[src/rtl/aes_pkg.sv]
`default_nettype none
// ============================================================================
//  Module      : aes_pkg
//  Description : Shared types and constants for the AES state I/O block.
//                Provides the default block width, a 128-bit block type,
//                the state-I/O FSM encoding and the cipher mode codes.
//  Revision    : 1.0  initial release
// ============================================================================
package aes_pkg;

    localparam int AES_BLOCK_W = 128;

    typedef logic [127:0] aes_block_t;

    typedef enum logic [1:0] {
        LOAD  = 2'd0,
        HOLD  = 2'd1,
        DRAIN = 2'd2
    } state_io_fsm_e;

    localparam logic MODE_ENC = 1'b0;
    localparam logic MODE_DEC = 1'b1;

endpackage
`default_nettype wire

[src/rtl/aes_state_io_beat_counter.sv]
`default_nettype none
// ============================================================================
//  Module      : beat_counter
//  Description : Modulo-MAX beat counter shared by the load and drain phases.
//                Wraps to zero on the increment that occurs at MAX-1.
//  Ports       : clk, rst_n  - clock / asynchronous active-low reset
//                inc         - count one beat
//                clr         - synchronous clear (wins over inc)
//                last        - count is at MAX-1
//                zero        - count is at 0 (first beat of a block)
//  Revision    : 1.0  initial release
// ============================================================================
module beat_counter #(
    parameter int MAX = 16
) (
    input  logic clk,
    input  logic rst_n,
    input  logic inc,
    input  logic clr,
    output logic last,
    output logic zero
);

    // A single-beat block still needs one register bit.
    localparam int c_cnt_w = (MAX > 1) ? $clog2(MAX) : 1;

    logic [c_cnt_w-1:0] r_cnt;

    assign last = (r_cnt == c_cnt_w'(MAX - 1));
    assign zero = (r_cnt == '0);

    always_ff @(posedge clk or negedge rst_n) begin
        if (!rst_n) begin
            r_cnt <= '0;
        end else if (clr) begin
            r_cnt <= '0;
        end else if (inc) begin
            if (last) begin
                r_cnt <= '0;
            end else begin
                r_cnt <= r_cnt + c_cnt_w'(1);
            end
        end
    end

endmodule
`default_nettype wire

[src/rtl/aes_state_io.sv]
`default_nettype none
// ============================================================================
//  Module      : aes_state_io
//  Description : Collects one BLOCK_W-bit block from a BUS_W-wide valid/ready
//                stream, holds it for the AES round engine (which may
//                overwrite it via wen/dnext), then streams it back out
//                MSB-first on done and rearms for the next block.
//  Ports       : clk, rst_n              - clock / async active-low reset
//                abort                   - synchronous clear back to LOAD
//                mode                    - cipher mode, sampled on first beat
//                in_data/in_valid/in_ready    - input beat stream
//                state/state_valid/mode_q     - block register to the engine
//                wen/dnext/done               - engine write-back and finish
//                out_data/out_valid/out_ready - output beat stream
//  Revision    : 1.0  initial release
// ============================================================================
module aes_state_io
    import aes_pkg::*;
#(
    parameter int BLOCK_W = AES_BLOCK_W,
    parameter int BUS_W   = 8
) (
    input  logic               clk,
    input  logic               rst_n,
    input  logic               abort,
    input  logic               mode,
    input  logic [BUS_W-1:0]   in_data,
    input  logic               in_valid,
    output logic               in_ready,
    output logic [BLOCK_W-1:0] state,
    output logic               state_valid,
    output logic               mode_q,
    input  logic               wen,
    input  logic [BLOCK_W-1:0] dnext,
    input  logic               done,
    output logic [BUS_W-1:0]   out_data,
    output logic               out_valid,
    input  logic               out_ready
);

    localparam int BEATS = BLOCK_W / BUS_W;

    generate
        if (!(BUS_W == 8 || BUS_W == 16 || BUS_W == 32 || BUS_W == 64 ||
              BUS_W == 128) || (BLOCK_W % BUS_W) != 0) begin : g_bad_bus_w
            $error("aes_state_io: BUS_W must be 8/16/32/64/128 and divide BLOCK_W");
        end
    endgenerate

    state_io_fsm_e      r_fsm;
    state_io_fsm_e      w_fsm_nxt;
    logic [BLOCK_W-1:0] r_state;
    logic               r_mode_q;
    logic [BLOCK_W-1:0] w_load_shift;
    logic [BLOCK_W-1:0] w_drain_shift;
    logic               w_accept;
    logic               w_xfer;
    logic               w_last;
    logic               w_zero;

    // Handshake outputs decode only from the FSM state, so neither in_valid
    // nor out_ready has a combinational path to any output.
    assign in_ready    = (r_fsm == LOAD);
    assign state_valid = (r_fsm == HOLD);
    assign out_valid   = (r_fsm == DRAIN);
    assign state       = r_state;
    assign mode_q      = r_mode_q;
    assign out_data    = r_state[BLOCK_W-1 -: BUS_W];

    assign w_accept = in_valid && in_ready;
    assign w_xfer   = out_valid && out_ready;

    // Beats enter at the LSB end and leave from the MSB end; a one-beat
    // block replaces the whole register.
    generate
        if (BUS_W == BLOCK_W) begin : g_single_beat
            assign w_load_shift  = in_data;
            assign w_drain_shift = '0;
        end else begin : g_multi_beat
            assign w_load_shift  = {r_state[BLOCK_W-BUS_W-1:0], in_data};
            assign w_drain_shift = {r_state[BLOCK_W-BUS_W-1:0], {BUS_W{1'b0}}};
        end
    endgenerate

    // The counter is idle in HOLD, so clearing it there resets it between
    // the load and drain phases.
    beat_counter #(
        .MAX (BEATS)
    ) u_beat_counter (
        .clk   (clk),
        .rst_n (rst_n),
        .inc   (w_accept || w_xfer),
        .clr   (abort || (r_fsm == HOLD)),
        .last  (w_last),
        .zero  (w_zero)
    );

    always_comb begin
        w_fsm_nxt = r_fsm;
        if (abort) begin
            w_fsm_nxt = LOAD;
        end else begin
            case (r_fsm)
                LOAD:    if (w_accept && w_last) w_fsm_nxt = HOLD;
                HOLD:    if (done)               w_fsm_nxt = DRAIN;
                DRAIN:   if (w_xfer && w_last)   w_fsm_nxt = LOAD;
                default: w_fsm_nxt = LOAD;
            endcase
        end
    end

    always_ff @(posedge clk or negedge rst_n) begin
        if (!rst_n) begin
            r_fsm <= LOAD;
        end else begin
            r_fsm <= w_fsm_nxt;
        end
    end

    always_ff @(posedge clk or negedge rst_n) begin
        if (!rst_n) begin
            r_state  <= '0;
            r_mode_q <= MODE_ENC;
        end else if (abort) begin
            r_state  <= '0;
            r_mode_q <= MODE_ENC;
        end else begin
            case (r_fsm)
                LOAD: begin
                    if (w_accept) begin
                        r_state <= w_load_shift;
                        if (w_zero) begin
                            r_mode_q <= mode;
                        end
                    end
                end
                HOLD: begin
                    if (wen) begin
                        r_state <= dnext;
                    end
                end
                DRAIN: begin
                    if (w_xfer) begin
                        r_state <= w_drain_shift;
                    end
                end
                default: ;
            endcase
        end
    end

endmodule
`default_nettype wire

[config.mk]
export PLATFORM = sky130hd
export DESIGN_NAME = aes_state_io
export DESIGN_NICKNAME = d
export VERILOG_FILES = /design/src/rtl/aes_pkg.sv /design/src/rtl/aes_state_io_beat_counter.sv /design/src/rtl/aes_state_io.sv
export SDC_FILE = /design/constraint.sdc
export NUM_CORES = 1
export LEC_CHECK = 0
export ABC_AREA = 1
export BUFFER_PORTS_ARGS = -buffer_cell sky130_fd_sc_hd__buf_4
export CAP_MARGIN = 20
export CORE_MARGIN = 3
export CORE_UTILIZATION = 50
export CTS_CLUSTER_DIAMETER = 60
export DETAILED_ROUTE_END_ITERATION = 12
export HOLD_SLACK_MARGIN = 0.02
export PLACE_DENSITY = 0.83
export SETUP_SLACK_MARGIN = 0.3
export SLEW_MARGIN = 20
export SYNTH_ARGS = -nofsm -noshare
export SYNTH_HDL_FRONTEND = slang
export SYNTH_SLANG_ARGS = --single-unit
[constraint.sdc]
create_clock -name clk -period 2.1 [get_ports clk]
set_input_delay 0.105 -clock clk [delete_from_list [all_inputs] [get_ports clk]]
set_output_delay 0.105 -clock clk [all_outputs]
set_load 0.02 [all_outputs]
======== Word level (Yosys, flattened, before mapping) ========
Cells that the tools add are included.
storage, ports and cells
  register bits after elaboration ......... 135
  bits in latches ......................... 0
  RAM bits ................................ 0
  bits in read-only memories .............. 0
  output and inout port bits .............. 140
  memories kept ........................... 0
operators by class
  add/subtract/negate cells ............... 1
  multipliers ............................. 0
  divide/modulo/power cells ............... 0
  order comparisons ....................... 0
  eq/ne operators ......................... 9
  shift operators ......................... 0
  muxes and demuxes ....................... 17
  bitwise logic cells ..................... 0
  reductions and logical operators ........ 16
operators by type and width
  cell                 number
  $mux 128             4
  $pmux 128 s3         1
  $ne 3x2->1 const B   6
  $mux 4               3
  $mux 2               4
  $reduce_bool 2->1    4
  $pmux 2 s3           1
  $reduce_and 3->1     2
  $add 4x1->4 const B  1
  $eq 4x4->1 const B   1
  $logic_and 1x1->1    4
  $logic_not 4->1      1
  $mux 1               4
  $reduce_and 4->1     1
  $reduce_bool 4->1    1
  $eq 2x1->1 const B   1
  $eq 2x2->1 const B   1
  $logic_not 2->1      1
  $logic_or 1x1->1     2

======== Longest topological paths before layout ========
  depth in word-level cells ............... 6
  gate-level depth with buffers ........... 12

======== Cells and area by module ========
From an unflattened synthesis, not the netlist that was laid out.
unflattened totals
  cell total of the unflattened synthesis .. 1083
  area, all modules ....................... 7609.8 µm²
by module, submodules not included
  module        times used  cells each  area each (µm²)
  aes_state_io  1           1051        7363.3
  beat_counter  1           32          246.5

======== Worst setup path before layout ========
Ideal clock, no wire load.
  path type ............................... register to register
  start point ............................. register r_fsm[1]
  end point ............................... register r_state[52], in the netlist state[52]
  library setup time ...................... 0.117 ns
  data arrival time ....................... 1.554 ns
  path slack .............................. 0.429 ns
  stages on the path, launching flop included .. 12
  path through ............................ dfrtp_1 -> inv_1 -> ha_1 -> inv_1 -> nor2_1 -> nand2_1 -> nand2_2 -> nor2_4 -> buf_4 -> buf_2 -> nand2_1 -> nand2_1
on the way
  elaborated cells on any way between the ends .. 12
  classes of those cells .................. 5 x eq/ne; 2 x mux; 5 x reduce/logical
RTL lines
  what                                                           RTL line             text
  start, declared                                                aes_state_io.sv:50   state_io_fsm_e r_fsm;
  start signal, assigned                                         aes_state_io.sv:116  r_fsm <= w_fsm_nxt;
  $eq 2x1->1 (*)                                                 n/a
  net state_valid                                                aes_state_io.sv:31   output logic state_valid,
  $ne 3x2->1 (no line), or another cell as far along             n/a
  $reduce_and 4->1 (no line) / $mux 128 (equally long branches)  n/a
  end signal, assigned                                           aes_state_io.sv:131  r_state <= w_load_shift;
  end signal, assigned                                           aes_state_io.sv:139  r_state <= dnext;
  end signal, assigned                                           aes_state_io.sv:144  r_state <= w_drain_shift;
  end, declared                                                  aes_state_io.sv:52   logic [BLOCK_W-1:0] r_state;
Mark *: on every way through the listed nets, which the timed path passes. The rest lies on a longest branch.
A chain may end at the register's enable or synchronous reset.

======== Worst setup path after layout ========
  start point ............................. register r_fsm[0]
  end point ............................... register r_state[123], in the netlist state[123]
on the way
  cells in the longest elaborated chain, start to end .. 4
  elaborated cells on any way between the ends .. 12
  classes of those cells .................. 5 x eq/ne; 2 x mux; 5 x reduce/logical
ends and longest elaborated chain
  what                                                  RTL line
  $eq 2x2->1 / $logic_not 2->1 (equally long branches)  aes_state_io.sv:65, aes_state_io.sv:128, aes_state_io.sv:63
  $logic_and 1x1->1 (on tied branches)                  aes_state_io.sv:71, aes_state_io.sv:70
  $ne 3x2->1 (no line)                                  n/a
  $reduce_and 4->1 (no line)                            n/a
Parallel ways exist; a longest one is shown, timed or not.

==> impl_results.md <==
- Clock root cell: clkbuf_16
- H-tree levels: 4
- Antenna violations before repair: 0
- Layout cells sized above 1: 27.37%
- Number of port buffers: 283
- Fin crit share: 88.91%
- Cells after Synth: 1056
- Tmin final: 1.867 ns
- Worst path bufs/invs: 4
- Core Area: 0.01410 mm2
- Gr ovfl total: 0
- Synth top area share: 46.25%
- DP Area: 0.009475 mm2
- Detailed Route WL: 24380 um
- Worst-path fanout max: 37
- Antenna-violating nets left: 0
- Leakage: 5.538 nW
- Status: complete, no violations
- CP Data Required Time: 2.41 ns
- Synth top cells by count: nand2_1, dfrtp_1, a21oi_1
- PwrDens: 1513 mW/mm2
- Asr flop ratio synth: 100.0%
- Layout Cells excl Fill: 1510
- Die area: 0.01609 mm2
- CTS clock-pin slew for the worst setup and hold paths: 0.06 ns
- Peak supply drop: 0.8381 mV
- FF-to-FF End: state[123]$_DFFE_PN0P_
- Die Ht: 126.9 um
- Top area cells in the synthesized netlist: dfrtp_1, nand2_1, a21oi_1
- Setup tns final: 0 ns
- Fin util: 74.46%
- FF-to-FF Start: r_fsm[0]$_DFFE_PN0P_
- Slew Limit Fails: 0
- CTS sink cnt: 135
- # DRC: 0
- Fin. Hold Viols: 0
- Number of cells on the critical path: 10
- Netlist Area Pre-Place: 0.007305 mm2
- Yosys top cell by area: dfrtp_1
- GPL Wtd Cong: 0.9150
- Critical Path End Type: register
- Routed length per instance: 16.15 um
- Worst slew margin: 50.52%
- Critical Path AT: 2.17 ns
- CP max stage delay: 0.40 ns
- Slowest CP cell: dfrtp_1
- DP HPWL: 15600 um
- Drt first-iter violations: 626
- Worst-Skew Late Latency: 0.43 ns
- Distinct cells, synth: 19
- Hold_sp: dnext[120]
- Io pins: 284
- Worst path cell trace: inv_2 > ha_4 > inv_4 > nand2_2 > nand2_2 > nor2_4 > inv_8 > buf_12 > nand2_1 > nand2_1
- Final setup viols: 0
- Syn. warnings: 0
- 1st-pass router iterations: 5
- Synth-to-layout area growth: 43.70%
- Clk buf depth: 2
- # nets final: 1467
- Hold depth: 5
- Max-Cap Viols: 0
- Post-synth EDFFs: 0
- Starting density of the core: 51.82%
- Synth Net Count: 1206
- Max Freq: 535.6 MHz
- Slew @ Worst Pin: 0.7423 ns
- RSZ-0062 raised after global routing: yes
- Largest net degree at the start of global routing: 136
- Vias per cell: 5.303
- Total CTS buffers: 17
- Die width: 126.9 um
- Worst Clk Skew: 0.009837 ns
- TritonCTS clock tree: done
- Hold WC Path Type: primary input to register
- Syn Area/Cell: 6.917 um2
- Register area share after synthesis: 46.25%
- All-Layer GR Usage: 29.11%
- Vias in the first global route: 7514
- Placed insts: 1462
- Yosys reg bits: 135
- Hold endpoint: state[120]$_DFFE_PN0P_
- Worst r2r path cells: 10
- WS Path Type: register to register
- Final instance area: 0.01050 mm2
- First-pass GRT wire length: 37980 um
- Antenna cell count: 0
- Via Count: 8007
- Primary FF master, synth: dfrtp_1
- Site Rows: 43
- Worst Setup Start Kind: register
- R2R Setup Slk: 0.23 ns
- CP top delay family: simple AND/OR/NAND/NOR gates
- Most numerous cell in the Yosys netlist: nand2_1
==> how the worst max path moves through the flow <==
stage                               from                endpoint  slack, ns
finish              r_fsm[0]$_DFFE_PN0P_  state[123]$_DFFE_PN0P_       0.23
global route        r_fsm[0]$_DFFE_PN0P_  state[115]$_DFFE_PN0P_       0.20
CTS                 r_fsm[0]$_DFFE_PN0P_  state[103]$_DFFE_PN0P_       0.30
detailed placement  r_fsm[1]$_DFFE_PN0P_   state[27]$_DFFE_PN0P_       0.14
global placement    r_fsm[0]$_DFFE_PN0P_   state[22]$_DFFE_PN0P_       0.22
floorplan           r_fsm[1]$_DFFE_PN0P_   state[52]$_DFFE_PN0P_       0.43
==> layout by cell type, fill, tap and decap left out, types with 5 or more instances in the layout <==
master and count:
nand3_1 9, buf_12 10, inv_1 12, buf_4 291, clkbuf_16 21, dfrtp_1 135, nor2_1 11, nand2_1 656
bufinv_16 6, buf_16 6, buf_6 5, a21oi_1 129
==> sequential cells by signal, indices dropped and copies added, names as in the netlist <==
signal                count
state                   128
u_beat_counter.r_cnt      4
r_fsm                     2
mode_q                    1
==> repair_timing <==
item	4_1_cts	5_1_grt
gates cloned	3	4
resized for setup	16	9
buffers inserted	5	0
endpoints found under the hold margin	138	0
hold buffers	4	0
pin swaps	2	1
endpoints found under the setup margin	123	128
==> metrics by stage <==
step	hold slack, ns	worst slack (ns)	total power, mW
finish	0.03153	0.2329	15.88
global route	0.03530	0.1994	16.72
CTS	0.02002	0.2957	15.47
detailed placement	0.2731	0.1435	11.36
global placement	0.2693	0.2155	11.25
floorplan	-0.1906	0.4291	8.726
==> routing by layer <==
metal  global-route usage (%)  routed length [um]  up-vias
li1                         -                   -     3782
met3                    7.032                2160       70
met4                    12.49                 807        0
met2                    47.23               11850      432
met1                    37.30                9569     3723
met5                        0                   0        -
==> cell type report <==
type / instances / area (um2)
timing repair buffer: 320 / 2746
clock inverter: 13 / 226.5
inverter: 18 / 78.83
fill: 1119 / 3600
clock buffer: 19 / 442.9
multi-input combinational: 825 / 3398
tap: 180 / 225.2
sequential: 135 / 3378
==> where the power goes <==
| part | switching, mW | internal (mW) | total [mW] |
|---|---|---|---|
| registers | 0.680 | 3.34 | 4.02 |
| clock network | 1.16 | 2.25 | 3.41 |
| logic | 5.04 | 3.41 | 8.45 |
| total | 6.88 | 9.00 | 15.9 |
==> worst reg2reg max path, cell delays in order (launching register included) <==
cell and delay, ns:
dfrtp_1 0.40, inv_2 0.09, ha_4 0.30, inv_4 0.06, nand2_2 0.07, nand2_2 0.07
nor2_4 0.23, inv_8 0.14, buf_12 0.21, nand2_1 0.11, nand2_1 0.07
==> logic make-up (layout without fill, tap and decap cells) <==
kind of cell | Yosys count | count (layout) | synth area share (%)
xor gates and xnor gates | 1 | 1 | 0.1199
adders and majority gates | 6 | 6 | 1.028
AOI/OAI and AO/OA | 133 | 133 | 9.113
buffers and inverters | 96 | 370 | 7.794
DFF | 135 | 135 | 46.25
and+or+nand+nor | 685 | 685 | 35.70
No activity file was read; power rests on OpenSTA's default activity.
